===== src/rtl/cv32e40p_fetch_obi_ctrl.sv =====
// Instruction-fetch OBI request generator with response FIFO feeding the IF aligner.
// Latency: OBI rvalid at cycle T shows up on fetch_valid_o at T+1 (no bypass).
// Backpressure: requests issue only while FIFO count + outstanding < DEPTH, so a stalled consumer stops the bus.
//
// Ports:
//   clk, rst                     clock, asynchronous active-high reset
//   req_i                        fetch enable
//   branch_i / branch_addr_i     one-cycle redirect and its target (bits [1:0] ignored)
//   fetch_valid_o/ready_i        valid/ready handshake toward the aligner
//   fetch_rdata_o/err_o          head word and its bus-error flag
//   instr_*                      OBI instruction master
//   busy_o                       request pending or responses still outstanding
module cv32e40p_fetch_obi_ctrl #(
    parameter int unsigned DEPTH           = 4,
    parameter int unsigned MAX_OUTSTANDING = 2
) (
    input  logic        clk,
    input  logic        rst,
    input  logic        req_i,
    input  logic        branch_i,
    input  logic [31:0] branch_addr_i,
    output logic        fetch_valid_o,
    input  logic        fetch_ready_i,
    output logic [31:0] fetch_rdata_o,
    output logic        fetch_err_o,
    output logic        instr_req_o,
    output logic [31:0] instr_addr_o,
    input  logic        instr_gnt_i,
    input  logic        instr_rvalid_i,
    input  logic [31:0] instr_rdata_i,
    input  logic        instr_err_i,
    output logic        busy_o
);

    localparam int unsigned PTR_W = $clog2(DEPTH);
    localparam int unsigned CNT_W = $clog2(DEPTH + 1);
    localparam int unsigned OUT_W = $clog2(MAX_OUTSTANDING + 1);

    typedef enum logic {
        IDLE     = 1'b0,
        WAIT_GNT = 1'b1
    } state_e;

    state_e             state_q, state_d;
    logic [31:0]        addr_q, addr_d;
    logic [31:0]        next_addr_q, next_addr_d;
    logic               stale_pend_q, stale_pend_d;
    logic [OUT_W-1:0]   outstanding_q, outstanding_d;
    logic [OUT_W-1:0]   discard_q, discard_d;
    logic [CNT_W-1:0]   count_q, count_d;
    logic [PTR_W-1:0]   rd_ptr_q, rd_ptr_d;
    logic [PTR_W-1:0]   wr_ptr_q, wr_ptr_d;
    logic [32:0]        mem_q [DEPTH];
    logic [32:0]        mem_d [DEPTH];

    logic               room;
    logic               gnt;
    logic               stale_gnt;
    logic               drop;
    logic               push;
    logic               pop;
    logic [31:0]        branch_tgt;
    logic               unused_addr_lsb;

    assign branch_tgt      = {branch_addr_i[31:2], 2'b00};
    assign unused_addr_lsb = ^branch_addr_i[1:0];

    // Outstanding transactions reserve FIFO slots, so a push can never find the FIFO full.
    assign room = ((32'(count_q) + 32'(outstanding_q)) < DEPTH) &&
                  (32'(outstanding_q) < MAX_OUTSTANDING);

    // FSM: request generation and OBI address stability
    always_comb begin
        state_d     = state_q;
        instr_req_o = 1'b0;
        case (state_q)
            IDLE: begin
                // rst gate keeps the bus quiet for the whole time reset is held
                instr_req_o = req_i & ~branch_i & room & ~rst;
                if (instr_req_o && !instr_gnt_i) begin
                    state_d = WAIT_GNT;
                end
            end
            WAIT_GNT: begin
                // Once raised, the request and its address must stay until granted
                instr_req_o = 1'b1;
                if (instr_gnt_i) begin
                    state_d = IDLE;
                end
            end
            default: state_d = IDLE;
        endcase
    end

    assign gnt       = instr_req_o & instr_gnt_i;
    // A request that was pending when a branch arrived is already doomed
    assign stale_gnt = gnt & stale_pend_q;
    assign drop      = instr_rvalid_i & (discard_q != '0);
    assign push      = instr_rvalid_i & (discard_q == '0) & ~branch_i;
    assign pop       = fetch_valid_o & fetch_ready_i & ~branch_i;

    // Address, branch bookkeeping and transaction counters
    always_comb begin
        addr_d        = addr_q;
        next_addr_d   = next_addr_q;
        stale_pend_d  = stale_pend_q;
        outstanding_d = outstanding_q + OUT_W'(gnt) - OUT_W'(instr_rvalid_i);
        discard_d     = discard_q + OUT_W'(stale_gnt) - OUT_W'(drop);

        if (branch_i) begin
            if ((state_q == WAIT_GNT) && !instr_gnt_i) begin
                // Address is frozen by the pending request; park the target
                next_addr_d  = branch_tgt;
                stale_pend_d = 1'b1;
            end else begin
                addr_d       = branch_tgt;
                stale_pend_d = 1'b0;
            end
            // Everything still in flight after this cycle belongs to the old path.
            // A response arriving this cycle is dropped by the flush and excluded here.
            discard_d = outstanding_d;
        end else if (gnt) begin
            addr_d       = stale_pend_q ? next_addr_q : (addr_q + 32'd4);
            stale_pend_d = 1'b0;
        end
    end

    // Response FIFO
    always_comb begin
        mem_d    = mem_q;
        rd_ptr_d = rd_ptr_q;
        wr_ptr_d = wr_ptr_q;
        count_d  = count_q + CNT_W'(push) - CNT_W'(pop);
        if (push) begin
            mem_d[wr_ptr_q] = {instr_err_i, instr_rdata_i};
            wr_ptr_d        = wr_ptr_q + PTR_W'(1);
        end
        if (pop) begin
            rd_ptr_d = rd_ptr_q + PTR_W'(1);
        end
        if (branch_i) begin
            count_d  = '0;
            rd_ptr_d = wr_ptr_q;
        end
    end

    always_ff @(posedge clk or posedge rst) begin
        if (rst) begin
            state_q       <= IDLE;
            addr_q        <= '0;
            next_addr_q   <= '0;
            stale_pend_q  <= 1'b0;
            outstanding_q <= '0;
            discard_q     <= '0;
            count_q       <= '0;
            rd_ptr_q      <= '0;
            wr_ptr_q      <= '0;
            for (int i = 0; i < DEPTH; i++) begin
                mem_q[i] <= '0;
            end
        end else begin
            state_q       <= state_d;
            addr_q        <= addr_d;
            next_addr_q   <= next_addr_d;
            stale_pend_q  <= stale_pend_d;
            outstanding_q <= outstanding_d;
            discard_q     <= discard_d;
            count_q       <= count_d;
            rd_ptr_q      <= rd_ptr_d;
            wr_ptr_q      <= wr_ptr_d;
            mem_q         <= mem_d;
        end
    end

    assign instr_addr_o                   = addr_q;
    assign fetch_valid_o                  = (count_q != '0);
    assign {fetch_err_o, fetch_rdata_o}   = mem_q[rd_ptr_q];
    assign busy_o                         = instr_req_o | (outstanding_q != '0);

endmodule


===== config.mk =====
export PLATFORM = sky130hd
export DESIGN_NAME = cv32e40p_fetch_obi_ctrl
export DESIGN_NICKNAME = d
export VERILOG_FILES = /design/src/rtl/cv32e40p_fetch_obi_ctrl.sv
export SDC_FILE = /design/constraint.sdc
export NUM_CORES = 1
export LEC_CHECK = 0
export CORE_ASPECT_RATIO = 0.7
export CORE_UTILIZATION = 30
export DETAILED_ROUTE_END_ITERATION = 10
export DONT_BUFFER_PORTS = 1
export PLACE_DENSITY = 0.54
export SYNTH_ARGS = -nofsm -noshare
export SYNTH_HDL_FRONTEND = slang
export SYNTH_SLANG_ARGS = --single-unit

===== constraint.sdc =====
create_clock -name clk -period 6 [get_ports clk]
set_input_delay 0 -clock clk [delete_from_list [all_inputs] [get_ports clk]]
set_output_delay 0 -clock clk [all_outputs]
set_load 0.05 [all_outputs]

# Word-level counts from Yosys, hierarchy flattened
# Index checks and enable logic that the tools add are counted.
# Widths: inputs -> output; s select.
# totals
reg_bits	207
input_bits	72
out_inout_bits	68
elab_cells	79
# classes
addsub	10
order_cmp	5
n_eq_ne	1
mux	21
bitwise	16
n_reduce_logical	13
# op_table
operator	n
$bwmux 132	1
$mux 32	4
$mux 33	3
$bmux 33 s2	1
$demux 33 s2	1
$add 32x3->32 const B	1
$and 1x1->1	10
$reduce_bool 2->1	4
$ge 3x3->1 const B	2
$mux 2	3
$not 2->3	2
$mux 1	5
$add 2x1->2	2
$add 2x1->2 const B	2
$add 3x2->4	1
$logic_and 1x1->1	4
$lt 4x3->1 const B	1
$pmux 1 s2	2
$reduce_and 2->1	2
$sub 2x1->2	2
$add 3x1->3	1
$lt 3x1->1 const B	1
$mux 3	1
$not 1->1	3
other kinds (7)	7

# Logic depth before layout (Yosys ltp)
# Gate-level depths: netlist (run 1).
# depth
ltp_word	11
ltp_mapped	12
ltp_nobuf	12

# Least setup slack after synthesis (run 1)
# Ideal clock, no wire load.
# synth_timing
path_kind	flip-flop to flip-flop
from	register outstanding_q[1]
to	register discard_q[1]
setup_ns	0.136
arrival_time_ns	2.881
t_required_ns	5.864
slack_ns	2.983
stages_incl_launch_ff	13
n_path_buf	0
period_less_slack_ns	3.017
path_cell_list	dfrtp_1 ha_1 or4b_1 a311oi_2 a21o_1 nand2_1 ha_1 inv_1 ha_1 xnor2_1 xnor2_1 nand2_1 o21ai_0
# synth_via
elab_cells_between_ends	14
cone_classes	add/sub (5); order compare (2); mux (2); bitwise (4); reduce/logical (1)
# synth_lines
element	line	source
start: declaration	48	logic [OUT_W-1:0] outstanding_q, outstanding_d;
start signal: assignment	166	outstanding_q <= outstanding_d;
$add 3x2->4	69	assign room = ((32'(count_q) + 32'(outstanding_q)) < DEPTH) &&
$lt 4x3->1	69	
$logic_and 1x1->1 (*)	69	
$and 1x1->1 (*) (2 in a row)	79	instr_req_o = req_i & ~branch_i & room & ~rst;
$pmux 1 s2 (*)	76	case (state_q)
via instr_req_o	26	output logic instr_req_o,
$and 1x1->1 (*)	95	assign gnt = instr_req_o & instr_gnt_i;
$add 2x1->2 (*)	107	outstanding_d = outstanding_q + OUT_W'(gnt) - OUT_W'(instr_rvalid_i);
$sub 2x1->2 (*)	107	
via outstanding_d[1]	48	
$mux 2 (*)	110	if (branch_i) begin
via discard_d[1]	49	logic [OUT_W-1:0] discard_q, discard_d;
end signal: assignment	167	discard_q <= discard_d;
end: declaration	49	
# The timed path passes the listed nets; every way through them passes the cells marked *.
# A chain may end at the register's enable or synchronous reset.

# Worst setup path after layout (run 1)
# layout_timing
from	register outstanding_q[1]
to	register discard_q[1]
# layout_via
elab_chain_len	11
elab_cells_between_ends	14
cone_classes	add/sub (5); order compare (2); mux (2); bitwise (4); reduce/logical (1)
# layout_lines
element	line	source
$add 3x2->4	69	
$lt 4x3->1	69	
$logic_and 1x1->1 (*)	69	
$and 1x1->1 (*) (2 in a row)	79	
$pmux 1 s2 (*)	76	
via instr_req_o	26	
$and 1x1->1 (*)	95	
$and 1x1->1	97	assign stale_gnt = gnt & stale_pend_q;
$add 2x1->2	108	discard_d = discard_q + OUT_W'(stale_gnt) - OUT_W'(drop);
$sub 2x1->2	108	
$mux 2 (*)	110	
via discard_d[1]	49	
# Marks and branches as above.

==> impl_metrics.py, run 1 <==
metrics = {
    "placed_design": {
        "placed_area_sq_um": 10500,
        "place.gp.congestion": 0.780,
        "dp_hpwl_microns": 15100,
        "io_buffers": 0,
        "post-place-ws_ps": 2730,
        "dp_cells": 1172,
    },
    "final_layout": {
        "postLayoutCellArea_sq_um": 11900,
        "nFillCells": 3247,
        "layout_commonest_cell": "dfrtp_1",
        "stdcell_count": 1283,
        "drive_gt1_frac": 0.302,
        "nets": 918,
        "syn_to_final_growth_pct": 17.3,
        "layout_common_cells": "dfrtp_1 (203), mux2_2 (130), dlygate4sd3_1 (69)",
    },
    "cts": {
        "root_buffer": "clkbuf_16",
        "cts_buffers": 24,
        "cts_tree": "yes",
        "cts-htree-levels": 1,
        "clkTransAtPathRegs_ps": 60,
        "cts_hold_buf": 70,
        "cts.sinks": 205,
        "cts_setup_buffers": 0,
        "ctsResizeCount": 0,
        "clk_latency_ps": 530,
        "cts_buffer_depth": 3,
    },
    "yosys": {
        "synth_top_area_frac": 0.504,
        "ys_dominant_reg_cell": "dfrtp_1",
        "avgSynthCellArea_sq_um": 13.0,
        "synth-edff-count": 0,
        "synthArstFlopShare": 1.00,
        "yosysUniqueCellTypes": 59,
        "yosysWarnings": 0,
        "syn_inst": 781,
        "seq_area_frac_synth": 0.504,
        "yosys.area.top_type": "dfrtp_1",
        "synth_area_leaders": "dfrtp_1 (50%), mux2_2 (14%), mux4_2 (7.3%), mux2_4 (4.4%), o21ai_0 (1.8%)",
        "synth_area_sq_um": 10200,
        "synth.ff_latch_count": 205,
    },
    "route": {
        "ant_nets": 0,
        "wirelength_microns": 24900,
        "dr.pass1.iters": 5,
        "num_vias": 6539,
        "drtIter0Drc": 354,
        "via_per_inst": 5.10,
        "post_drt_wl_per_cell_microns": 19.4,
        "drc": 0,
    },
    "grt": {
        "grt_first_pass_wirelength_microns": 39000,
        "antenna_found_initial": 1,
        "grt_max_degree": 134,
        "grt_pass1_vias": 6539,
        "grt_use_total": 0.143,
        "grt-ovfl-total": 0,
    },
    "critical_path": {
        "slowest_delay_ps": 540,
        "critPathLaunchType": "flop",
        "critPathArrivalTime_ps": 3660,
        "cp.required_ps": 6400,
        "slowest_stage": "or4b_1",
        "cp_max_fo": 5,
        "worstSetupEndpointType": "flop",
        "crit_type": "reg -> reg",
        "cp_num_buf_inv": 1,
        "critPathTopFamily": "compound AO/OA/AOI/OAI gates",
        "crit_top_cell": "ha_1",
        "crit_path_cell_trace": "ha_1 > or4b_1 > a311oi_2 > a21o_1 > nand3_1 > ha_1 > inv_1 > ha_1 > xor2_1 > xnor2_1 > o21ai_0",
    },
    "floorplan": {
        "pin_count": 140,
        "dieWidth_microns": 222,
        "core_sq_um": 33400,
        "rows": 56,
        "start_util": 0.305,
        "die_h_microns": 156,
        "dieArea_sq_um": 34700,
    },
    "sta": {
        "setup_slack_ps": 2740,
        "maxSlewHeadroom": 0.299,
        "finalHoldViolations": 0,
        "rsz0062_at_grt": "no",
        "finalCritPeriodShare": 0.543,
        "finalSetupViolCount": 0,
        "tightest_slew_ps": 1050,
        "clock_skew_ps": 20.3,
        "setup_tns_ps": 0,
        "slew_viol_final": 0,
        "fin_crit_ps": 3260,
        "fmax_ghz": 0.307,
    },
    "power": {
        "cellInternalPower_mw": 3.75,
        "seqPwrFrac": 0.410,
        "p_leak_nw": 5.21,
        "pwr-share-clk": 0.228,
        "combPwrFrac": 0.362,
        "swShare": 0.410,
        "power_switching_mw": 2.60,
        "power_density_nw_per_um2": 531,
        "ir_drop_mv": 0.261,
    },
    "worst_hold_path": {
        "hold_path_class": "in -> reg",
    },
    "run": {
        "max_cap_viol_count": 0,
    },
    "status": {
        "status": "finished, final reports clean",
    },
}
## flip-flops by register name, summed over array words and instances, names as in the netlist
name and cells:
rd_ptr_q 2, instr_addr_o 30, wr_ptr_q 2, count_q 3, state_q 1, stale_pend_q 1
outstanding_q 2, mem_q 132, next_addr_q 30, discard_q 2
## path summary, 6_finish.rpt
check	end	from	cells after the start	slack [ps]
worst max register to register	discard_q[1]	outstanding_q[1]	11	2740
max in group asynchronous	mem_q[107]	rst	3	4280
worst min register to register	mem_q[129]	mem_q[129]	1	490
min in group asynchronous	next_addr_q[21]	rst	2	230
worst max-delay path	discard_q[1]	outstanding_q[1]	11	2740
worst min-delay path	discard_q[1]	instr_rvalid_i	5	30
## final cells by class
class | instances | area [sq um] | share of cell area
Sequential cell | 205 | 5130 | 0.430
Clock buffer | 32 | 692 | 0.0579
Inverter | 15 | 63.8 | 0.00534
Tap cell | 435 | 544 | 0.0455
Clock inverter | 8 | 76.3 | 0.00639
Antenna cell | 1 | 2.50 | 0.000209
Timing Repair Buffer | 76 | 756 | 0.0632
Multi-Input combinational cell | 511 | 4680 | 0.392
## tightest hold or removal path, stage by stage
cell     delay [ps]
o21a_1          100
ha_1            150
xor2_1           80
xnor2_1         120
o21ai_0          70
## cells in the mapped netlist (8+ instances only)
library cell / n
a21oi_1: 34
buf_2: 8
buf_6: 14
clkbuf_1: 21
dfrtp_1: 205
ha_1: 12
inv_1: 14
mux2_2: 130
mux2_4: 30
mux4_2: 33
nand2_1: 42
nand2b_1: 9
nand3_1: 17
nand4_1: 10
nor2_1: 34
o211ai_1: 11
o21ai_0: 36
xnor2_1: 14
## metrics by stage
stage                     hold WS, ps  total power, mW   util
after global routing             39.7             6.69  0.358
final                            28.2             6.35  0.358
after floorplan                  65.6             4.54      -
after CTS                        4.64             6.44  0.357
after global placement           69.6             4.84  0.313
after detailed placement         69.4             4.89  0.313
## per-layer routing
layer / vias to the layer above / GRT usage / wire length, microns / part of all wire
met1: 3386 / 0.209 / 12000 / 0.48
met4: 0 / 0.0400 / 522 / 0.021
li1: 2979 / - / - / -
met5: - / 0 / 0 / 0
met3: 33 / 0.0328 / 1370 / 0.055
met2: 141 / 0.209 / 10900 / 0.44
## power groups by stage
stage                     Sequential [mW]  Combinational [mW]  Clock (mW)
after floorplan                      2.43                2.10           0
after global placement               2.61                2.23           0
after detailed placement             2.62                2.27           0
after CTS                            2.61                2.33        1.50
after global routing                 2.69                2.45        1.55
final                                2.60                2.30        1.45
## logic make-up after synthesis
family | Yosys count | share of synthesized area
DFF | 205 | 0.504
AOI/OAI and AO/OA | 120 | 0.0737
other | 1 | 0.000368
xor gates and xnor gates | 21 | 0.0181
buffers and inverters | 66 | 0.0371
adders and majority gates | 13 | 0.0167
and+or+nand+nor | 154 | 0.0814
muxes | 201 | 0.269
Power figures use the tool's default switching activity.
==> inputs of run 2 (changes only) <==
PLACE_DENSITY = 0.53   (was 0.54)
clock period = 3.3 ns   (was 6 ns; I/O delays follow)
==> run 2 against run 1 <==
Compared with the run above: combinational power is 100% higher; hold slack better by 11 ps; final area is 1.5% higher; non-clock buffer count is 22 higher; clock power is 79% higher; die area stayed put; largest power group is now combinational cells.
==> impl_metrics.py, run 2 (synthesized netlist as in run 1, its figures left out) <==
metrics = {
    "worst_hold_path": {
        "hold_start": "instr_gnt_i",
        "holdPathStages": 4,
        "hold_end": "instr_addr_o[31]",
        "hold_path_class": "in -> reg",
    },
    "floorplan": {
        "start_util": 0.305,
        "dieWidth_microns": 222,
        "dieArea_sq_um": 34700,
        "pin_count": 140,
        "core_sq_um": 33400,
        "die_h_microns": 156,
        "rows": 56,
    },
    "placed_design": {
        "place.gp.congestion": 0.790,
        "io_buffers": 0,
        "placed_area_sq_um": 10700,
        "dp_hpwl_microns": 15400,
    },
    "cts": {
        "cts-htree-levels": 1,
        "cts_buffers": 24,
        "cts_tree": "yes",
        "cts_buffer_depth": 3,
        "cts.sinks": 205,
        "clkTransAtPathRegs_ps": 60,
        "root_buffer": "clkbuf_16",
        "clk_latency_ps": 530,
    },
    "grt": {
        "antenna_found_initial": 1,
        "grt_pass1_vias": 6502,
        "grt-ovfl-total": 0,
        "grt_first_pass_wirelength_microns": 39500,
        "grt_max_degree": 154,
        "grt_use_total": 0.145,
    },
    "critical_path": {
        "worstSetupEndpointType": "output port",
        "reg2reg_depth": 11,
        "critPathArrivalTime_ps": 2940,
        "critPathLaunchType": "flop",
        "worstReg2RegEnd": "discard_q[1]",
        "cp.required_ps": 3300,
        "crit_type": "reg -> out",
        "rrSetupSlack_ps": 460,
        "cp_max_fo": 4,
        "rr_startpoint": "outstanding_q[1]",
    },
    "final_layout": {
        "nets": 940,
        "largest_reg_flops": 132,
        "largest_register": "mem_q",
        "layout_common_cells": "dfrtp_1 (202), mux2_2 (130), dlygate4sd3_1 (69)",
        "final_util": 0.363,
        "drive_gt1_frac": 0.322,
        "layout_commonest_cell": "dfrtp_1",
        "postLayoutCellArea_sq_um": 12100,
        "syn_to_final_growth_pct": 19.0,
    },
    "sta": {
        "fmax_ghz": 0.340,
        "fin_crit_ps": 2940,
        "maxSlewHeadroom": 0.350,
        "finalSetupViolCount": 0,
        "finalHoldViolations": 0,
        "rsz0062_at_grt": "no",
        "slew_viol_final": 0,
        "finalCritPeriodShare": 0.892,
        "holdWs_ps": 39.3,
        "clock_skew_ps": 20.5,
        "tightest_slew_ps": 975,
        "setup_tns_ps": 0,
    },
    "route": {
        "wirelength_microns": 25200,
        "post_drt_wl_per_cell_microns": 19.3,
        "ant_nets": 0,
        "num_vias": 6571,
        "via_per_inst": 5.03,
        "dr.pass1.iters": 5,
        "drc": 0,
        "drtIter0Drc": 389,
    },
    "power": {
        "p_leak_nw": 5.32,
        "power_switching_mw": 4.78,
        "swShare": 0.409,
        "power_density_nw_per_um2": 962,
        "seqPwrFrac": 0.376,
        "pwr-share-clk": 0.222,
        "combPwrFrac": 0.403,
        "ir_drop_mv": 0.508,
        "cellInternalPower_mw": 6.89,
    },
    "run": {
        "max_cap_viol_count": 0,
    },
    "status": {
        "status": "finished, final reports clean",
    },
}
## run 2: cell types whose count changed in the layout (fill, tap and decap cells not counted)
| cell | change |
|---|---|
| buf_4 | +20 |
| buf_12 | +2 |
| clkinv_4 | +2 |
| inv_8 | -2 |
| bufinv_16 | -1 |
| clkbuf_8 | +1 |
| clkinv_2 | +1 |
| clkinvlp_4 | -1 |
| dfrtp_1 | -1 |
| dfrtp_2 | +1 |
| inv_6 | +1 |
## run 2: worst max-delay path by stage
stage | to | from | slack, ps | cells after the start
after floorplan | discard_q[1] | outstanding_q[1] | 280 | 12
after global placement | discard_q[1] | outstanding_q[1] | 470 | 11
after detailed placement | discard_q[1] | outstanding_q[1] | 450 | 11
after CTS | busy_o | outstanding_q[1] | 300 | 6
after global routing | busy_o | outstanding_q[1] | 160 | 6
final | busy_o | outstanding_q[1] | 360 | 6
## run 2: timing repair
item	in CTS	in global routing
buffers inserted	0	0
endpoints found under the hold margin	409	0
gates resized for setup	0	0
hold buffers	70	0
setup endpoints to repair	0	0
## run 2: layer usage
| metal | global-route usage | routed length (microns) |
|---|---|---|
| met5 | 0 | 0 |
| met4 | 0.0347 | 492 |
| met3 | 0.0315 | 1240 |
| met2 | 0.211 | 11000 |
| met1 | 0.215 | 12500 |
## run 2: final cells by class
class,count,area [sq um]
Timing Repair Buffer,98,946
Clock inverter,8,51.3
Inverter,15,60.1
Clock buffer,33,706
Tap cell,435,544
Multi-Input combinational cell,511,4680
Antenna cell,1,2.50
Fill cell,3202,21300
Sequential cell,205,5130
## run 2: through the flow
| step | std cells | total power, mW | worst slack (ps) |
|---|---|---|---|
| final | 1306 | 11.7 | 355 |
| after global routing | 1306 | 12.3 | 160 |
| after CTS | 1305 | 11.8 | 296 |
| after detailed placement | 1194 | 9.05 | 453 |
| after global placement | 1194 | 8.96 | 466 |
| after floorplan | 782 | 8.25 | 283 |
## run 2: worst max-delay path, cell delays in order, from the launching register on
cell and delay, ps:
dfrtp_1 430, ha_1 210, or4b_1 530, a311oi_2 360, a21o_1 210, buf_4 220
or3_1 450
## run 2: power groups by stage
| stage | logic, mW | registers (mW) | clock network (mW) |
|---|---|---|---|
| 4_1_cts | 4.75 | 4.39 | 2.68 |
| 6_report | 4.70 | 4.38 | 2.59 |
| 3_3_place_gp | 4.56 | 4.40 | 0 |
| 2_1_floorplan | 3.82 | 4.43 | 0 |
| 3_5_place_dp | 4.64 | 4.41 | 0 |
| 5_1_grt | 4.99 | 4.53 | 2.79 |
